===== config.mk =====
export PLATFORM = sky130hd
export DESIGN_NAME = branch_resolve_bht
export DESIGN_NICKNAME = d
export VERILOG_FILES = /design/src/rtl/branch_resolve_bht.sv
export SDC_FILE = /design/constraint.sdc
export NUM_CORES = 1
export LEC_CHECK = 0
export CORE_ASPECT_RATIO = 0.5
export CORE_MARGIN = 1
export CORE_UTILIZATION = 69
export DETAILED_ROUTE_END_ITERATION = 16
export DONT_BUFFER_PORTS = 1
export PLACE_DENSITY = 0.85
export SLEW_MARGIN = 40
export SYNTH_ARGS = -nofsm -noshare
export SYNTH_HDL_FRONTEND = slang
export SYNTH_SLANG_ARGS = --single-unit

===== constraint.sdc =====
create_clock -name i_clk -period 4 [get_ports i_clk]
set_clock_uncertainty 0.05 [all_clocks]
set_input_delay 0.4 -clock i_clk [delete_from_list [all_inputs] [get_ports i_clk]]
set_output_delay 0.4 -clock i_clk [all_outputs]
set_load 0.005 [all_outputs]

===== src/rtl/branch_resolve_bht.sv =====
`default_nettype none
// ============================================================================
// Module   : branch_resolve_bht
// Brief    : Execute-stage branch/jump resolution with a 2-bit counter BHT,
//            registered mispredict redirect and saturating statistics.
// Revision : 1.0
// ============================================================================
module branch_resolve_bht #(
    parameter int          XLEN        = 32,
    parameter int          BHT_ENTRIES = 64,
    parameter logic [1:0]  CNT_INIT    = 2'b01,
    parameter int          STAT_W      = 16
) (
    input  logic              i_clk,
    input  logic              i_rst_n,
    input  logic [XLEN-1:0]   i_f_pc,
    output logic              o_f_pred_taken,
    input  logic              i_ex_valid,
    input  logic              i_ex_jump,
    input  logic              i_ex_branch,
    input  logic [2:0]        i_ex_funct3,
    input  logic              i_ex_eq,
    input  logic              i_ex_slt,
    input  logic [XLEN-1:0]   i_ex_pc,
    input  logic [XLEN-1:0]   i_ex_target,
    input  logic              i_ex_pred_taken,
    output logic              o_ex_taken,
    output logic              o_flush,
    output logic [XLEN-1:0]   o_flush_pc,
    output logic [STAT_W-1:0] o_br_count,
    output logic [STAT_W-1:0] o_miss_count
);

    localparam int IDX_W = $clog2(BHT_ENTRIES);

    logic [1:0]        bht_q [BHT_ENTRIES];
    logic              flush_q;
    logic [XLEN-1:0]   flush_pc_q, flush_pc_d;
    logic [STAT_W-1:0] br_cnt_q, miss_cnt_q;

    logic [IDX_W-1:0]  w_f_idx, w_ex_idx;
    logic              w_cond, w_f3_ok, w_jump, w_br, w_taken, w_miss;
    logic [1:0]        w_ex_cnt, w_cnt_next;
    logic              w_unused_pc;

    assign w_f_idx        = i_f_pc[IDX_W+1:2];
    assign w_ex_idx       = i_ex_pc[IDX_W+1:2];
    assign o_f_pred_taken = bht_q[w_f_idx][1];
    // Only the index field of each PC matters to the table.
    assign w_unused_pc    = ^{i_f_pc, i_ex_pc};

    always_comb begin
        w_cond  = 1'b0;
        w_f3_ok = 1'b1;
        case (i_ex_funct3)
            3'b000:          w_cond = i_ex_eq;
            3'b001:          w_cond = ~i_ex_eq;
            3'b100, 3'b110:  w_cond = i_ex_slt;
            3'b101, 3'b111:  w_cond = ~i_ex_slt;
            default:         w_f3_ok = 1'b0;
        endcase
    end

    // Jump has priority if the caller ever raises both qualifiers.
    assign w_jump     = i_ex_valid & i_ex_jump;
    assign w_br       = i_ex_valid & ~i_ex_jump & i_ex_branch & w_f3_ok;
    assign w_taken    = w_jump | (w_br & w_cond);
    assign w_miss     = (w_jump | w_br) & (w_taken != i_ex_pred_taken);
    assign o_ex_taken = w_taken;

    assign w_ex_cnt   = bht_q[w_ex_idx];
    always_comb begin
        w_cnt_next = w_ex_cnt;
        if (w_taken) begin
            if (w_ex_cnt != 2'b11) w_cnt_next = w_ex_cnt + 2'b01;
        end else begin
            if (w_ex_cnt != 2'b00) w_cnt_next = w_ex_cnt - 2'b01;
        end
    end

    always_comb begin
        flush_pc_d = flush_pc_q;
        if (w_miss) flush_pc_d = w_taken ? i_ex_target : (i_ex_pc + XLEN'(4));
    end

    always_ff @(posedge i_clk or negedge i_rst_n) begin
        if (!i_rst_n) begin
            for (int i = 0; i < BHT_ENTRIES; i++) bht_q[i] <= CNT_INIT;
        end else if (w_br) begin
            bht_q[w_ex_idx] <= w_cnt_next;
        end
    end

    always_ff @(posedge i_clk or negedge i_rst_n) begin
        if (!i_rst_n) begin
            flush_q    <= 1'b0;
            flush_pc_q <= '0;
            br_cnt_q   <= '0;
            miss_cnt_q <= '0;
        end else begin
            flush_q    <= w_miss;
            flush_pc_q <= flush_pc_d;
            if (w_br && !(&br_cnt_q))     br_cnt_q   <= br_cnt_q + STAT_W'(1);
            if (w_miss && !(&miss_cnt_q)) miss_cnt_q <= miss_cnt_q + STAT_W'(1);
        end
    end

    assign o_flush      = flush_q;
    assign o_flush_pc   = flush_pc_q;
    assign o_br_count   = br_cnt_q;
    assign o_miss_count = miss_cnt_q;

endmodule
`default_nettype wire


Word-level counts from Yosys, hierarchy flattened
Index checks and enable logic that the tools add are counted.
Operators by class
  add/sub/neg operators: 5
  $lt $le $gt $ge: 3
  equality and inequality tests: 7
  multiplexer cells: 15
  bitwise logic cells: 13
  reduce and logical (&&, ||, !) cells: 12
Operator list (number)
  $bwmux W128: 1
  $add A16 B1 Y16 const B: 2
  $add A32 B3 Y32 const B: 1
  $mux W32: 1
  $reduce_and A16 Y1: 2
  $bmux W2 S6: 2
  $mux W2: 8
  $ge A7 B7 Y1 const B: 2
  $not A6 Y7: 2
  $demux W2 S6: 1
  $eq A3 B3 Y1 const B: 4
  $lt A7 B1 Y1 const B: 1
  $and A1 B1 Y1: 6
  $reduce_or A6 Y1: 1
  $pmux W1 S4: 1
  $reduce_or A2 Y1: 2
  $eq A3 B1 Y1 const B: 1
  $logic_and A1 B1 Y1: 3
  $logic_not A3 Y1: 1
  $not A1 Y1: 3
  $add A2 B1 Y2 const B: 1
  $logic_not A1 Y1: 2
  $ne A2 B2 Y1 const B: 1
  $or A1 B1 Y1: 2
  4 further kinds: 4
Storage, ports and cells
  flip-flop bits (word level): 193
  word-level logic and storage cells: 123

Longest topological paths before layout
  word-level depth: 9
  depth in mapped cells: 11
  gate-level depth less buffers: 8

Worst setup path after synthesis
OpenSTA, ideal clock, no wires.
  kind: in2out
  start point: input port i_f_pc[2]
  end point: output port o_f_pred_taken
  arrival: 2.567 ns
  data required time: 3.550 ns
  setup slack: 0.983 ns
  stages: 5
  path buffers: 2
  cell sequence: clkbuf_1 buf_2 mux4_2 mux4_2 mux4_2
On the way
  word-level cells in the longest chain between the ends: 4
Ends and longest elaborated chain
  start, declared: RTL line 16  | input logic [XLEN-1:0] i_f_pc,
  $not A6 Y7 (not written as such): RTL line 48  | assign o_f_pred_taken = bht_q[w_f_idx][1];
  $bmux W2 S6: RTL line 48
  $mux W2 (not written as such) (2 in series): RTL line 48
  end, declared: RTL line 17  | output logic o_f_pred_taken,
No other way between the ends. The select of a mux whose other input is x is not followed.

Worst setup path after layout
  start point: register bht_q[32] (netlist name)
  end point: register bht_q[108] (netlist name)
On the way
  word-level cells in the longest chain between the ends: 7
Ends and longest elaborated chain
  start, declared: RTL line 36  | logic [1:0] bht_q [BHT_ENTRIES];
  start signal, assigned by index: RTL line 90  | bht_q[w_ex_idx] <= w_cnt_next;
  $bmux W2 S6 (*): RTL line 71  | assign w_ex_cnt = bht_q[w_ex_idx];
  $mux W2 (not written as such) (*) (2 in series): RTL line 71
  $sub A2 B1 Y2 (tied with other cells): RTL line 77  | if (w_ex_cnt != 2'b00) w_cnt_next = w_ex_cnt - 2'b01;
  $mux W2 (on tied branches): RTL line 77, 75
  $mux W2 (*): RTL line 74  | if (w_taken) begin
  $bwmux W128 (*): RTL line 90
Mark *: on every way between the ends. The rest lies on a longest branch, timed or not. The select of a mux whose other input is x is not followed.
A chain may end at the register's enable or synchronous reset.

==> metrics list <==
* DRT Pass-1 Iters: 6
- Violations in the final reports: negative hold slack
- 0 antenna diodes ended up in the layout.
* Post-layout total power: 4.47 mW
- Sequential element share of the synthesized area: 0.476
- Summed over all cells, the static leakage comes to 4.43 nW.
* Number of synthesized register bits: 193
- The via count of the first global-routing pass was 8046.
- For this run the aggregate overflow at the end of global routing stands at 0.
- Horizontal extent of the die: 175 µm
* Initial standard-cell utilization of the core: 0.711
- In the synthesized netlist the dominant register cell turns out to be dfrtp_1.
* DRC Markers: 0
- The clock period could shrink to 2880 ps.
* Placed instance area: 0.0103 mm²
* Area growth from synthesis to layout: 5.78%
* Largest net degree at the start of global routing: 194
- Vias: 8071
* Root Driver: clkbuf_16
- Row count: 31
* Global-route wire length before repair: 41.6 mm
- Summing all non-filler instances in the final layout gives an area of 0.0109 mm².
* Number of H-tree branching levels: 4
- Number of warnings reported in the yosys synthesis log: 0
- Sort of element at the start of the critical path: flip-flop
- The clock passes through at most 2 buffers.
- After clock tree synthesis, the clock-pin slew on the worst setup and hold paths is 70 ps.
- The clock drives 193 sinks.
* Post-synth EDFFs: 0
* Top area cells in the synthesized netlist: dfrtp_1, dfstp_2, nand2_1
- Routed length per placed instance: 21.7 µm
- Outcome: finished with violations
- In this run, CTS created clock tree buffers numbering 17.
* Total count of hold-check failures in the final report: 193
* Final Non-Filler Cells: 1220
* Synth unique cells: 65
* Post-synth net total: 1146
* DIE AREA: 0.0155 mm²
- The setup check on the worst reg-to-reg path leaves a slack of 1120 ps.
* Share of Yosys cell area claimed by the top area cell type: 0.313
- Final number of setup-violating endpoints: 0
- Fill cell total of the finished layout: 988
- On the final layout, the worst hold slack is -397 ps.
- Biggest area consumer among synthesized cells: dfrtp_1
* Routed WL: 26.5 mm
- Area of the placeable core: 0.0145 mm²
- Final number of max-transition violations: 0
- The HPWL after detailed placement is 17.5 mm.
- At the worst endpoint, the required time is 4270 ps.
- Measured along the y axis, the die boundary spans 88.4 µm.
- The mapped netlist covers 0.0103 mm².
- Post-Synthesis Mean Instance Area: 9.95 µm²
- Max-Cap Viols: 0
- # nets final: 1119
- Final cycle utilization of the critical path: 0.721
- Measured in cells, the most critical reg-to-reg path has a length of 8.
* Initial antenna violation count: 0
- Accumulated negative setup slack: 0 ps
- Area of the multi-input gates: 0.00503 mm²
- Setup repair after global routing left no endpoint under its margin.
* Critical path peak fanout: 37
* Setup crit end kind: flip-flop
- Max transition margin: 0.462
* Transition at the pin with the smallest max-transition slack: 801 ps
- RePlAce Congestion: 0.901
* Post-synthesis instance total: 1036
- Share of flip-flops with an asynchronous set or reset after synthesis: 1.00
* ANT nets after route: 0
- Across every metal layer, demand over resource in global routing totals 0.355.
- IO Count: 174
- First DRT Iteration DRCs: 1087
* Pwr/cell area: 410 mW/mm²
- Type of the worst setup path: reg2reg
- Signal arrival time at the worst endpoint: 3160 ps
* Fmax: 347 MHz
- Min-Delay Path Class: in2async
- In this run the critical register-to-register path is captured at bht_q[108]$_DFFE_PN1P_.
- The later pin in the worst-skew pair is clocked with a latency of 440 ps.
- In the final layout, flip-flops and latches occupy 0.00491 mm².
- DR vias/cell: 6.62
- Counting tap cells, the placed design contains a total of 1187 instances.
* Port-buffer cells: 0
* Reg-to-reg critical path startpoint: bht_q[32]$_DFFE_PN1P_
- Layout cells sized above 1: 0.165
* Worst vdd ir: 0.371 mV
* CTS tree: built
==> cell type report <==
type                            instances  area share
Tap cell                              198      0.0227
Multi-Input combinational cell        767       0.461
Inverter                               21     0.00723
Sequential cell                       193       0.450
Timing Repair Buffer                    9     0.00734
Clock buffer                           20      0.0410
Clock inverter                         12      0.0101
==> cell usage after synthesis, types with 21 or more instances <==
cell type  instances
o21ai_0           87
clkbuf_1          21
nand2_1          235
nand3_1           27
xor2_1            34
o21ai_1           59
mux4_2            33
a21oi_1           28
nor2_1            52
dfrtp_1          129
mux2i_1           40
xnor2_1           26
dfstp_2           64
==> per-stage QoR <==
step,setup WS (ps),hold slack (ps),utilization
6_report,1120,-397,0.752
5_1_grt,1070,-411,0.752
4_1_cts,1140,-403,0.750
3_5_place_dp,1050,60.5,0.712
3_3_place_gp,1160,59.4,0.710
2_1_floorplan,983,54.4,-
==> registers in the layout, indices dropped and copies added (netlist names) <==
| signal | cells |
|---|---|
| o_miss_count | 16 |
| bht_q | 128 |
| o_br_count | 16 |
| o_flush_pc | 32 |
| o_flush | 1 |
==> power breakdown <==
| part | internal (mW) | switching [mW] | total (mW) | leakage (nW) |
|---|---|---|---|---|
| clock | 0.840 | 0.814 | 1.65 | 0.275 |
| sequential | 2.15 | 0.187 | 2.34 | 2.37 |
| combinational | 0.206 | 0.273 | 0.480 | 1.79 |
==> placed cells by master, fill, tap and decap left out, types with 4 or more instances in the layout <==
master,netlist,final
a21oi_1,28,28
buf_4,7,8
clkbuf_16,0,17
a22oi_1,6,6
inv_6,0,7
mux4_2,33,33
and4_1,5,5
mux2i_4,7,7
a221o_1,8,8
nor2_1,52,52
nor2b_1,5,4
nand3_1,27,27
nand2_1,235,234
and3_1,14,14
dfstp_2,64,64
nand4_1,13,13
dfrtp_1,129,129
o21ai_1,59,59
xnor2_1,26,26
mux2_2,4,4
mux2i_1,40,40
nand2b_1,6,6
o31ai_1,8,8
inv_1,20,20
o21ai_0,87,87
o22ai_1,9,9
nor3_1,13,9
xor2_1,34,34
==> worst max-delay path, cell delays in order, from the launching register on <==
cell     delay (ps)
dfstp_2         370
mux4_2          470
mux2i_1         220
o22ai_1         150
nor4_2          290
nand2_1         110
maj3_4          500
buf_12          250
o31ai_1         360
==> kinds of logic after synthesis <==
kind of cell,after synthesis,synth area share
AOI/OAI and AO/OA,226,0.125
xor gates and xnor gates,60,0.0510
adders and majority gates,5,0.00631
buffers and inverters,76,0.0404
DFF,193,0.476
muxes,84,0.131
and+or+nand+nor,392,0.170
==> worst max-delay path by stage <==
stage | cells after the start | slack (ps) | to | from
2_1_floorplan | 5 | 980 | o_f_pred_taken | i_f_pc[2]
3_3_place_gp | 7 | 1160 | bht_q[109]$_DFFE_PN0P_ | i_ex_pc[4]
3_5_place_dp | 8 | 1050 | bht_q[72]$_DFFE_PN1P_ | i_ex_pc[3]
4_1_cts | 7 | 1140 | bht_q[108]$_DFFE_PN1P_ | bht_q[32]$_DFFE_PN1P_
5_1_grt | 8 | 1070 | bht_q[108]$_DFFE_PN1P_ | bht_q[40]$_DFFE_PN1P_
6_report | 8 | 1120 | bht_q[108]$_DFFE_PN1P_ | bht_q[32]$_DFFE_PN1P_
==> per-layer routing <==
layer | share of wire | GRT usage | vias to the layer above
li1 | - | - | 3614
met3 | 0.12 | 0.137 | 100
met1 | 0.38 | 0.433 | 3871
met4 | 0.034 | 0.149 | 0
met2 | 0.47 | 0.578 | 486
met5 | 0 | 0 | -
==> what timing repair did <==
action | 4_1_cts | 5_1_grt
setup endpoints to repair | 0 | 0
setup buffers | 0 | 0
resized for setup | 0 | 0
endpoints found under the hold margin | 193 | 193
(Power assumes the default switching activity.)
